**src/rtl/comp_a2_pkg.sv**
```systemverilog
// Shared constants, the most-negative-pattern helper and the status flag struct for comp_a2.
// Optional saturation (COMP_A2_SAT_EN) is handled in comp_a2_core.
package comp_a2_pkg;

    localparam int COMP_A2_W = 4;

    // Returns 1 followed by (width-1) zeros, right-aligned in a 32-bit word.
    function automatic logic [31:0] neg_min(input int width);
        return 32'h1 << (width - 1);
    endfunction

    typedef struct packed {
        logic ovf;
        logic zero;
    } comp_a2_status_t;

endpackage

```
**src/rtl/comp_a2_core.sv**
```systemverilog
// Combinational two's-complement negate (invert, then ripple increment) with ovf/zero flags.
// When COMP_A2_SAT_EN is defined, negating the most-negative value saturates to max positive.
module comp_a2_core
    import comp_a2_pkg::*;
#(
    parameter int WIDTH = COMP_A2_W
) (
    input  logic [WIDTH-1:0] a,
    output logic [WIDTH-1:0] s,
    output comp_a2_status_t  status
);

    localparam logic [31:0]      MIN_FULL = neg_min(WIDTH);
    localparam logic [WIDTH-1:0] MIN_VAL  = MIN_FULL[WIDTH-1:0];

    logic [WIDTH-1:0] inv;
    logic [WIDTH-1:0] sum;
    logic             carry;

    always_comb begin
        inv   = ~a;
        sum   = '0;
        carry = 1'b1;
        for (int i = 0; i < WIDTH; i++) begin
            sum[i] = inv[i] ^ carry;
            carry  = inv[i] & carry;
        end
    end

    always_comb begin
        status.ovf  = (a == MIN_VAL);
        status.zero = (a == '0);
`ifdef COMP_A2_SAT_EN
        s = status.ovf ? ~MIN_VAL : sum;
`else
        s = sum;
`endif
    end

endmodule

```
**src/rtl/comp_a2.sv**
```systemverilog
// Registered two's-complement negator: one-cycle stage with valid strobe and ovf/zero flags.
// Build option COMP_A2_SAT_EN selects saturation on the most-negative input (see comp_a2_core).
module comp_a2
    import comp_a2_pkg::*;
#(
    parameter int WIDTH = COMP_A2_W
) (
    input  logic             clk,
    input  logic             rst,
    input  logic             in_valid,
    input  logic [WIDTH-1:0] a,
    output logic             out_valid,
    output logic [WIDTH-1:0] s,
    output logic             ovf,
    output logic             zero
);

    logic [WIDTH-1:0] s_next;
    comp_a2_status_t  status_next;

    comp_a2_core #(.WIDTH(WIDTH)) u_core (
        .a      (a),
        .s      (s_next),
        .status (status_next)
    );

    // Result registers hold their value while in_valid is low.
    always_ff @(posedge clk or posedge rst) begin
        if (rst) begin
            out_valid <= 1'b0;
            s         <= '0;
            ovf       <= 1'b0;
            zero      <= 1'b0;
        end else begin
            out_valid <= in_valid;
            if (in_valid) begin
                s    <= s_next;
                ovf  <= status_next.ovf;
                zero <= status_next.zero;
            end
        end
    end

endmodule

```
**config.mk**
```make
export PLATFORM = sky130hd
export DESIGN_NAME = comp_a2
export DESIGN_NICKNAME = d
export VERILOG_FILES = /design/src/rtl/comp_a2_pkg.sv /design/src/rtl/comp_a2_core.sv /design/src/rtl/comp_a2.sv
export SDC_FILE = /design/constraint.sdc
export NUM_CORES = 1
export LEC_CHECK = 0
export ABC_CLOCK_PERIOD_IN_PS = 800
export BUFFER_PORTS_ARGS = -buffer_cell sky130_fd_sc_hd__buf_2
export CAP_MARGIN = 10
export CORE_AREA = 4 4 41 43
export DETAILED_ROUTE_END_ITERATION = 10
export DIE_AREA = 0 0 45 47
export PLACE_DENSITY = 0.51
export SLEW_MARGIN = 20
export SYNTH_ARGS = -nofsm -noshare
export SYNTH_HDL_FRONTEND = slang
export SYNTH_SLANG_ARGS = --single-unit
```
**constraint.sdc**
```tcl
create_clock -name clk -period 0.8 [get_ports clk]
set_input_delay 0.12 -clock clk [delete_from_list [all_inputs] [get_ports clk]]
set_output_delay 0.12 -clock clk [all_outputs]
set_load 0.05 [all_outputs]
```
==> flow_summary.json <==
{
  "status": "finished, violations left",
  "violations": "setup timing",
  "cts_root_buffer": "clkbuf_4",
  "cp.buffers_inverters": 1,
  "tns_ns": -1.03,
  "cts_tree": "done",
  "worst_r2r_path_depth": 2,
  "vdd_drop_max_uv": 898,
  "antenna_found_initial": 0,
  "clock_skew_ns": 0,
  "crit_type": "reg2out",
  "yosysWarnings": 0,
  "final_cells": 57,
  "crit_family": "flip-flops",
  "synth_cells": 23,
  "track_usage_pct": 8.20,
  "firstDrtPassIters": 2,
  "drv_slew": 0,
  "ys_ff_latch": 7,
  "rr_startpoint": "s[0]",
  "final_util_pct": 41.1,
  "crit_required_ns": 0.68,
  "min_to": "out_valid",
  "seq_area_um2": 183,
  "synthToLayoutAreaGrowth_pct": 64.9,
  "grt_pass1_vias": 293,
  "hold_depth": 1,
  "wl_per_cell_um": 11.5,
  "hold_path_startpoint": "in_valid",
  "coreArea_um2": 1300,
  "yosysUniqueCellTypes": 10,
  "power_uw": 1060,
  "synth_top_area_cell": "dfrtp_1",
  "grt_overflow_total": 0,
  "rsz0062_at_grt": "true",
  "cap_violations": 0,
  "io_pins": 14,
  "multi_input_area_um2": 148,
  "synth_area_um2": 324,
  "grt_first_pass_wirelength_mm": 1.18,
  "cp_slowest_cell": "dfrtp_2",
  "routed_wl_um": 657,
  "fmax_mhz": 1070,
  "hp-class": "in2reg",
  "seqPwrFrac_pct": 39.2,
  "max_stage_delay_ns": 0.41,
  "nNetsFinal": 52,
  "rrSetupSlack_ns": -0.12,
  "powerDensity_nw_per_um2": 1990,
  "cts_buffer_depth": 2,
  "layout-drive-gt1-share_pct": 81.0,
  "htree_levels": 1,
  "route.detailed.drc": 0,
  "vias_per_cell": 4.26,
  "avgSynthCellArea_um2": 14.1,
  "p_leak_uw": 0.000255,
  "grt_max_degree": 9,
  "place.gp.congestion": 0.633,
  "vias": 243,
  "drtIter0Drc": 2,
  "p_int_uw": 728,
  "worstPathMaxFanout": 2,
  "start_util_pct": 24.9,
  "period_minus_slack_ns": 0.937,
  "min_period_over_period_pct": 117,
  "antennaDiodeCount": 0,
  "dieArea_um2": 2120,
  "setup_slack_ns": -0.137,
  "switching_share_pct": 31.6,
  "dieWidth_um": 45,
  "antenna_left": 0,
  "clockPowerShare_pct": 30.3,
  "rows": 13,
  "dpl.cell_count": 51,
  "clk_pin_slew_worst_paths_ns": 0.06,
  "fillCellCount": 138,
  "max_slew_margin_pct": 82.4,
  "setup_viol": 9,
  "synth_area_leaders": "dfrtp_1, mux2_2, mux2_4",
  "hold_viol": 0,
  "port_buffers": 13,
  "tightest_slew_ns": 0.263,
  "cp.arrival_ns": 0.82,
  "synth_top_area_share_pct": 54.1,
  "synth_nets": 32,
  "cts.sinks": 7,
  "r2r-end": "s[0]",
  "ys_seq_area_share_pct": 54.1,
  "clk-insertion-delay-late_ns": 0.24,
  "endpoint_kind": "primary output",
  "power_switching_uw": 337,
  "cts_buffers": 3,
  "fp.dieH_um": 47,
  "power_frac_comb_pct": 30.6,
  "worstSetupStartpointType": "flop",
  "crit_chain": "buf_8"
}
==> cells in the mapped netlist <==
master and count:
dfrtp_1 7, inv_1 4, mux2_2 3, ha_1 2, mux2_4 2, a41o_2 1
buf_6 1, nor2b_1 1, nor3b_1 1, xnor2_1 1
==> final cells by class <==
class,count,area share (%)
flip-flops and latches,7,34.2
repair buffers,16,26.9
clock buffers,4,4.92
inverters,4,2.81
multi-input cells,11,27.6
well taps,15,3.51
==> layer usage <==
layer / vias up / share of wire (%) / GRT usage, % / wire [µm]
li1: 114 / - / - / -
met1: 121 / 38 / 7.67 / 248
met2: 8 / 53 / 13.6 / 349
met3: 0 / 9.0 / 3.83 / 59
met4: 0 / 0 / 7.02 / 0
met5: - / 0 / 0 / 0
==> flip-flops by register name, summed over array words and instances (netlist names) <==
signal     count
out_valid      1
zero           1
ovf            1
s              4
==> power groups by stage <==
stage | sequential, µW | combinational, µW | clock (µW)
floorplan | 536 | 71.5 | 0
global placement | 412 | 255 | 0
detailed placement | 414 | 258 | 0
CTS | 418 | 326 | 340
global route | 422 | 346 | 366
finish | 417 | 325 | 322
==> per-stage QoR <==
| step | worst slack (ns) | hold slack, ns | instance area (µm²) |
|---|---|---|---|
| floorplan | -0.187 | -0.0770 | 337 |
| global placement | -0.291 | 0.0570 | 417 |
| detailed placement | -0.303 | 0.0639 | 417 |
| CTS | -0.147 | 0.0928 | 528 |
| global route | -0.169 | 0.0938 | 534 |
| finish | -0.137 | 0.0992 | 534 |
==> worst max-delay path by stage <==
stage	start	end	slack, ns	cells past startpoint
3_5_place_dp	a[0]	s[3]	-0.30	6
6_report	s[0]	s[0]	-0.14	1
5_1_grt	s[1]	s[1]	-0.17	1
2_1_floorplan	ovf	ovf	-0.19	2
4_1_cts	s[0]	s[0]	-0.15	1
3_3_place_gp	a[0]	s[2]	-0.29	5
==> placed cells by master, fill, tap and decap left out <==
cell type / instances
buf_6: 7
dfrtp_2: 6
buf_2: 5
mux2_2: 3
clkbuf_4: 3
inv_1: 2
mux2_4: 2
inv_2: 2
ha_4: 2
buf_4: 2
nor3b_1: 1
nor2b_1: 1
a41o_2: 1
xnor2_1: 1
clkbuf_1: 1
dlygate4sd3_1: 1
dfrtp_1: 1
buf_8: 1
==> logic make-up after synthesis <==
family	synth area share, %
compound gates	3.47
xor+xnor	2.70
fa+ha+maj	7.72
buf+inv	8.11
flops	54.1
mux	19.7
simple gates	4.25
==> what timing repair did <==
item,CTS,global route
gates resized for setup,18,2
hold endpoints to repair,7,0
pin swaps,1,0
buffers inserted,1,0
hold buffers,1,0
endpoints found under the setup margin,10,12
No activity file was read; power rests on OpenSTA's default activity.
